**config.mk**
```make
export PLATFORM = sky130hd
export DESIGN_NAME = mips_regfile_sb
export DESIGN_NICKNAME = d
export VERILOG_FILES = /design/src/rtl/mips_pkg.sv /design/src/rtl/mips_regfile_bypass.sv /design/src/rtl/mips_regfile_sb.sv
export SDC_FILE = /design/constraint.sdc
export NUM_CORES = 2
export LEC_CHECK = 0
export ABC_AREA = 1
export CELL_PAD_IN_SITES_DETAIL_PLACEMENT = 0
export CELL_PAD_IN_SITES_GLOBAL_PLACEMENT = 1
export CORE_ASPECT_RATIO = 0.5
export CORE_MARGIN = 3
export CORE_UTILIZATION = 40
export DETAILED_ROUTE_END_ITERATION = 12
export MAX_ROUTING_LAYER = met4
export PLACE_DENSITY_LB_ADDON = 0.1
export SLEW_MARGIN = 20
export SYNTH_ARGS = -nofsm -noshare
export SYNTH_HDL_FRONTEND = slang
export SYNTH_HIERARCHICAL = 1
export SYNTH_SLANG_ARGS = --single-unit
```
**constraint.sdc**
```tcl
create_clock -name clk -period 2.15 [get_ports clk]
set_input_delay 0.43 -clock clk [delete_from_list [all_inputs] [get_ports clk]]
set_output_delay 0.43 -clock clk [all_outputs]
set_load 0.005 [all_outputs]
```
**src/rtl/mips_pkg.sv**
```systemverilog
// Shared defaults for the MIPS register file slice.
// Holds the default data width, register count and link offset, plus a helper
// that turns a register count into an address width.
package mips_pkg;

    localparam int unsigned DefaultDataW      = 32;
    localparam int unsigned DefaultNumRegs    = 32;
    localparam int unsigned DefaultLinkOffset = 2;

    // Address width needed to index num_regs registers (at least 1 bit).
    function automatic int unsigned addr_w(input int unsigned num_regs);
        return (num_regs > 1) ? $clog2(num_regs) : 1;
    endfunction

endpackage

```
**src/rtl/mips_regfile_bypass.sv**
```systemverilog
// One read port of the register file: selects between the stored value and
// same-cycle bypass sources, and reports whether the operand is ready.
// Ports:
//   read_reg    read address
//   stored_data value currently held in the addressed register
//   stored_busy pending bit of the addressed register
//   jal         link write in progress this cycle
//   link_data   value being written to the link register (pc + offset)
//   write_en    ordinary write in progress this cycle
//   write_reg   ordinary write address
//   write_data  ordinary write data
//   read_data   selected operand
//   read_valid  operand is not pending (or is being produced this cycle)
module mips_regfile_bypass
    import mips_pkg::*;
#(
    parameter int unsigned DATA_W   = DefaultDataW,
    parameter int unsigned ADDR_W   = addr_w(DefaultNumRegs),
    parameter int unsigned LINK_REG = DefaultNumRegs - 1
) (
    input  logic [ADDR_W-1:0] read_reg,
    input  logic [DATA_W-1:0] stored_data,
    input  logic              stored_busy,
    input  logic              jal,
    input  logic [DATA_W-1:0] link_data,
    input  logic              write_en,
    input  logic [ADDR_W-1:0] write_reg,
    input  logic [DATA_W-1:0] write_data,
    output logic [DATA_W-1:0] read_data,
    output logic              read_valid
);

    localparam logic [ADDR_W-1:0] LinkAddr = ADDR_W'(LINK_REG);

    always_comb begin
        read_data  = stored_data;
        read_valid = ~stored_busy;
        if (read_reg == '0) begin
            // r0 is hardwired; never bypassed, never pending.
            read_data  = '0;
            read_valid = 1'b1;
        end else if (jal && (read_reg == LinkAddr)) begin
            // Link write has priority over an ordinary write to the same register.
            read_data  = link_data;
            read_valid = 1'b1;
        end else if (write_en && (write_reg == read_reg)) begin
            read_data  = write_data;
            read_valid = 1'b1;
        end
    end

endmodule

```
**src/rtl/mips_regfile_sb.sv**
```systemverilog
// MIPS register file with a scoreboard of pending destinations.
// Two combinational read ports with write/link bypass, one write port, a jal
// link write, and a reserve port that marks a destination as pending.
// Ports:
//   clk, rst                 clock, synchronous active-high reset
//   read_reg_1/2             read addresses
//   read_data_1/2            read data (combinational)
//   read_valid_1/2           operand not pending
//   write_reg/write_data     write address/data, signal_reg_write enables
//   jal, pc                  link write of pc + LINK_OFFSET to LINK_REG
//   reserve, reserve_reg     mark a destination pending
//   busy_vec                 registered pending bits
//   reserve_err              registered: last reserve hit an already-busy register
module mips_regfile_sb
    import mips_pkg::*;
#(
    parameter int unsigned DATA_W      = DefaultDataW,
    parameter int unsigned NUM_REGS    = DefaultNumRegs,
    parameter int unsigned LINK_REG    = NUM_REGS - 1,
    parameter int unsigned LINK_OFFSET = DefaultLinkOffset,
    localparam int unsigned ADDR_W     = addr_w(NUM_REGS)
) (
    input  logic                clk,
    input  logic                rst,
    input  logic [ADDR_W-1:0]   read_reg_1,
    input  logic [ADDR_W-1:0]   read_reg_2,
    output logic [DATA_W-1:0]   read_data_1,
    output logic [DATA_W-1:0]   read_data_2,
    output logic                read_valid_1,
    output logic                read_valid_2,
    input  logic [ADDR_W-1:0]   write_reg,
    input  logic [DATA_W-1:0]   write_data,
    input  logic                signal_reg_write,
    input  logic                jal,
    input  logic [DATA_W-1:0]   pc,
    input  logic                reserve,
    input  logic [ADDR_W-1:0]   reserve_reg,
    output logic [NUM_REGS-1:0] busy_vec,
    output logic                reserve_err
);

    localparam logic [ADDR_W-1:0] LinkAddr = ADDR_W'(LINK_REG);

    logic [DATA_W-1:0]   regs_q [NUM_REGS];
    logic [DATA_W-1:0]   regs_d [NUM_REGS];
    logic [NUM_REGS-1:0] busy_q, busy_d;
    logic                reserve_err_q, reserve_err_d;

    logic [DATA_W-1:0] link_data;
    logic              wr_hit, jal_hit, res_hit, res_cleared;

    assign link_data = pc + DATA_W'(LINK_OFFSET);
    assign wr_hit    = signal_reg_write && (write_reg != '0);
    assign jal_hit   = jal && (LinkAddr != '0);
    assign res_hit   = reserve && (reserve_reg != '0);

    // A reserve is only an error if the register was busy and nothing
    // retires it on this same edge.
    assign res_cleared = (wr_hit && (write_reg == reserve_reg)) ||
                         (jal_hit && (LinkAddr == reserve_reg));

    always_comb begin
        regs_d = regs_q;
        busy_d = busy_q;
        if (wr_hit) begin
            regs_d[write_reg] = write_data;
            busy_d[write_reg] = 1'b0;
        end
        // Applied after the ordinary write so the link value wins on a clash.
        if (jal_hit) begin
            regs_d[LinkAddr] = link_data;
            busy_d[LinkAddr] = 1'b0;
        end
        // Applied last: a new producer reserving the register keeps it pending.
        if (res_hit) begin
            busy_d[reserve_reg] = 1'b1;
        end
        regs_d[0] = '0;
        busy_d[0] = 1'b0;
        reserve_err_d = res_hit && busy_q[reserve_reg] && !res_cleared;
    end

    always_ff @(posedge clk) begin
        if (rst) begin
            regs_q        <= '{default: '0};
            busy_q        <= '0;
            reserve_err_q <= 1'b0;
        end else begin
            regs_q        <= regs_d;
            busy_q        <= busy_d;
            reserve_err_q <= reserve_err_d;
        end
    end

    mips_regfile_bypass #(
        .DATA_W   (DATA_W),
        .ADDR_W   (ADDR_W),
        .LINK_REG (LINK_REG)
    ) u_port_1 (
        .read_reg    (read_reg_1),
        .stored_data (regs_q[read_reg_1]),
        .stored_busy (busy_q[read_reg_1]),
        .jal         (jal_hit),
        .link_data   (link_data),
        .write_en    (wr_hit),
        .write_reg   (write_reg),
        .write_data  (write_data),
        .read_data   (read_data_1),
        .read_valid  (read_valid_1)
    );

    mips_regfile_bypass #(
        .DATA_W   (DATA_W),
        .ADDR_W   (ADDR_W),
        .LINK_REG (LINK_REG)
    ) u_port_2 (
        .read_reg    (read_reg_2),
        .stored_data (regs_q[read_reg_2]),
        .stored_busy (busy_q[read_reg_2]),
        .jal         (jal_hit),
        .link_data   (link_data),
        .write_en    (wr_hit),
        .write_reg   (write_reg),
        .write_data  (write_data),
        .read_data   (read_data_2),
        .read_valid  (read_valid_2)
    );

    assign busy_vec    = busy_q;
    assign reserve_err = reserve_err_q;

endmodule
```
==> qor.yml <==
outcome:
  status: "finished with violations"
  violations: "negative setup slack"
timing:
  finalSetupViolCount: 66
  finalCritPeriodShare_pct: 131
  rsz0062_at_grt: "yes"
  slew_viol_final: 0
  relSlewSlack_pct: 56.4
  period_needed_ns: 2.82
  finalHoldViolations: 0
  setup_slack_ns: -0.672
  fin_skew_ns: 0.0149
  max_freq_mhz: 354
  worst_pin_slew_ns: 0.654
finish:
  area_growth_pct: 41.1
  final_cell_mix: "nand2_1, nor2_1, o21ai_0"
  postLayoutCoreUtil_pct: 57.4
  drive_gt1_share_pct: 27.8
  nNetsFinal: 10200
  final_common_cell: "nand2_1"
  nFillCells: 14100
  finalNonFillerCells: 12200
clock_network:
  root_buffer: "clkbuf_16"
  clkSinkCount: 1024
  clk_pin_slew_ns: 0.07
  cts_tree: "built"
  cts_buffers: 103
  hold_buffers: 0
  cts_htree_levels: 3
  clock_path_buffers: 3
  clock_latency_ns: 0.74
pwr:
  pwr-share-seq_pct: 38.8
  p_int_uw: 34400
  p_per_area_nw_per_um2: 607
  p_sw_share_pct: 31.4
  switchingPower_uw: 15800
  p_comb_share_pct: 21.4
  power.static_leakage_uw: 0.0356
  ir_drop_v: 0.000692
  p_clk_share_pct: 39.8
  power_uw: 50200
logic_synthesis:
  synthCells: 9478
  yosys_warnings: 6
  synth_top_cell_area_share_pct: 35.0
  synth-edff-count: 0
  async_flop_share_pct: 0
  ys_types: 38
  synth_largest_area_cell: "dfxtp_1"
  synth_fp_nets: 9568
  ys_seq_area_share_pct: 35.0
  syn-mean-instance-area_um2: 6.18
  ys_ff_latch: 1024
  ys_top_cells_by_area: "dfxtp_1, nand2_1, o21ai_0"
  synth_area_um2: 58600
  synthFlopType: "dfxtp_1"
placement:
  io_buffers: 186
  gp_congestion: 1.01
  dp_cells: 11800
  dp_hpwl_um: 206000
worst_setup_path:
  crit_type: "in2out"
  max_stage_delay_ns: 0.19
  path_cells: "buf_16 > clkinv_16 > buf_16 > buf_12 > buf_8 > buf_6 > nand2_1 > nand3_2 > nand3_2 > nand2_2 > nand2_2 > nand2_4 > nand2_4 > nand2_4 > nand2_2 > nand3_2 > nand2_2 > inv_1 > buf_2"
  critPathSlowestCell: "buf_16"
  cp_common_cell: "nand2_2"
  r2r_setup_slack_ns: 0.95
  crit_path_end_kind: "primary output"
  cp_data_required_time_ns: 1.72
  crit_arrival_ns: 2.39
  cp_max_fo: 6
  cp-start-kind: "input pin"
routing:
  drt_wl_total_um: 320000
  dr.pass1.iters: 8
  drtAntennaViolNets: 0
  drtIter0Drc: 9780
  dr_total_vias: 71800
  viasPerCell: 5.89
  drc: 0
  post_drt_wl_per_cell_um: 26.3
floorplan:
  die_h_um: 277
  core_area_um2: 144000
  start_util_pct: 40.6
  io_pins: 188
  rows: 98
  fp.dieW_um: 547
  dieArea_um2: 151000
global_routing:
  antenna_found_initial: 9
  first_global_vias: 64300
  grt_max_degree: 109
  grt_usage_pct: 40.9
  grt_pass1_wl_um: 453000
  grt.overflow.total: 0
hold_path:
  min_path_type: "in2reg"
run:
  cap_violations: 0
-- flip-flops by register name, indices dropped and copies added, names as in the netlist --
name / cells
regs_q: 992
busy_vec: 31
reserve_err: 1
-- power groups by stage --
stage	Combinational [uW]	Sequential (uW)	Clock, uW
finish	10800	19500	20000
global route	11200	19500	20800
CTS	9830	19500	20000
detailed placement	8620	19900	0
global placement	8630	19900	0
floorplan	4000	19800	0
-- critical path, delay by kind of cell --
family	cells	cell delay, ns
buffers and inverters	8	1.04
and+or+nand+nor	11	0.79
-- kinds of logic after synthesis --
family                     Yosys count  synth area share (%)
other                                1               0.00640
buffers and inverters             1321                  9.30
AOI/OAI and AO/OA                 2434                  21.9
adders and majority gates            1                0.0213
xor gates and xnor gates            18                 0.269
and+or+nand+nor                   4679                  33.5
DFF                               1024                  35.0
-- worst paths after layout --
path                            startpoint                  endpoint  depth (start not counted)
hold / removal                         rst  regs_q[821]$_SDFFE_PP0P_                          4
setup reg to reg   busy_vec[15]$_SDFF_PP0_    reserve_err$_SDFF_PP0_                          9
setup / recovery             read_reg_2[0]           read_data_2[30]                         19
hold reg to reg   regs_q[554]$_SDFFE_PP0P_  regs_q[554]$_SDFFE_PP0P_                          2
-- area by class of cell --
| class | count | area, um^2 | area share (%) |
|---|---|---|---|
| Antenna cell | 6 | 15.0 | 0.0182 |
| Clock buffer | 153 | 3110 | 3.76 |
| Clock inverter | 36 | 489 | 0.592 |
| Inverter | 430 | 1720 | 2.08 |
| Multi-Input combinational cell | 7133 | 36700 | 44.4 |
| Sequential cell | 1024 | 20800 | 25.2 |
| Tap cell | 1950 | 2440 | 2.95 |
| Timing Repair Buffer | 1455 | 17300 | 20.9 |
| Timing Repair inverter | 4 | 82.6 | 0.0999 |
-- layer usage --
layer,global-route usage [%],up-vias,wire length [um]
li1,-,33000,-
met1,57.8,34100,139000
met2,57.4,4130,132000
met3,9.59,644,38300
met4,11.5,0,10600
met5,-,-,0
-- synthesized netlist by cell type, drive strengths merged (16+ instances only) --
| library cell | instances |
|---|---|
| nand2 | 1956 |
| nor3 | 16 |
| dfxtp | 1024 |
| buf | 393 |
| o211ai | 266 |
| nand4 | 68 |
| inv | 427 |
| o21ai | 1330 |
| nor2 | 1428 |
| clkbuf | 498 |
| a21oi | 832 |
| nand3 | 1197 |
-- repair_timing --
action | in CTS | in global routing
resized for setup | 1482 | 711
endpoints found under the hold margin | 0 | 0
pin swaps | 574 | 459
gates cloned | 54 | 26
setup endpoints to repair | 89 | 71
setup buffers | 136 | 36
-- metrics by stage --
step	setup WS [ns]	instance area, um^2	hold slack (ns)	setup TNS, ns
2_1_floorplan	-0.00466	58800	0.444	-0.169
3_3_place_gp	-1.44	70500	0.459	-202.29
3_5_place_dp	-1.40	70500	0.462	-211.05
4_1_cts	-0.660	79700	0.166	-35.96
5_1_grt	-0.741	82700	0.229	-40.60
6_report	-0.672	82700	0.207	-37.02
Note: power is estimated with default switching activity, not from simulation.
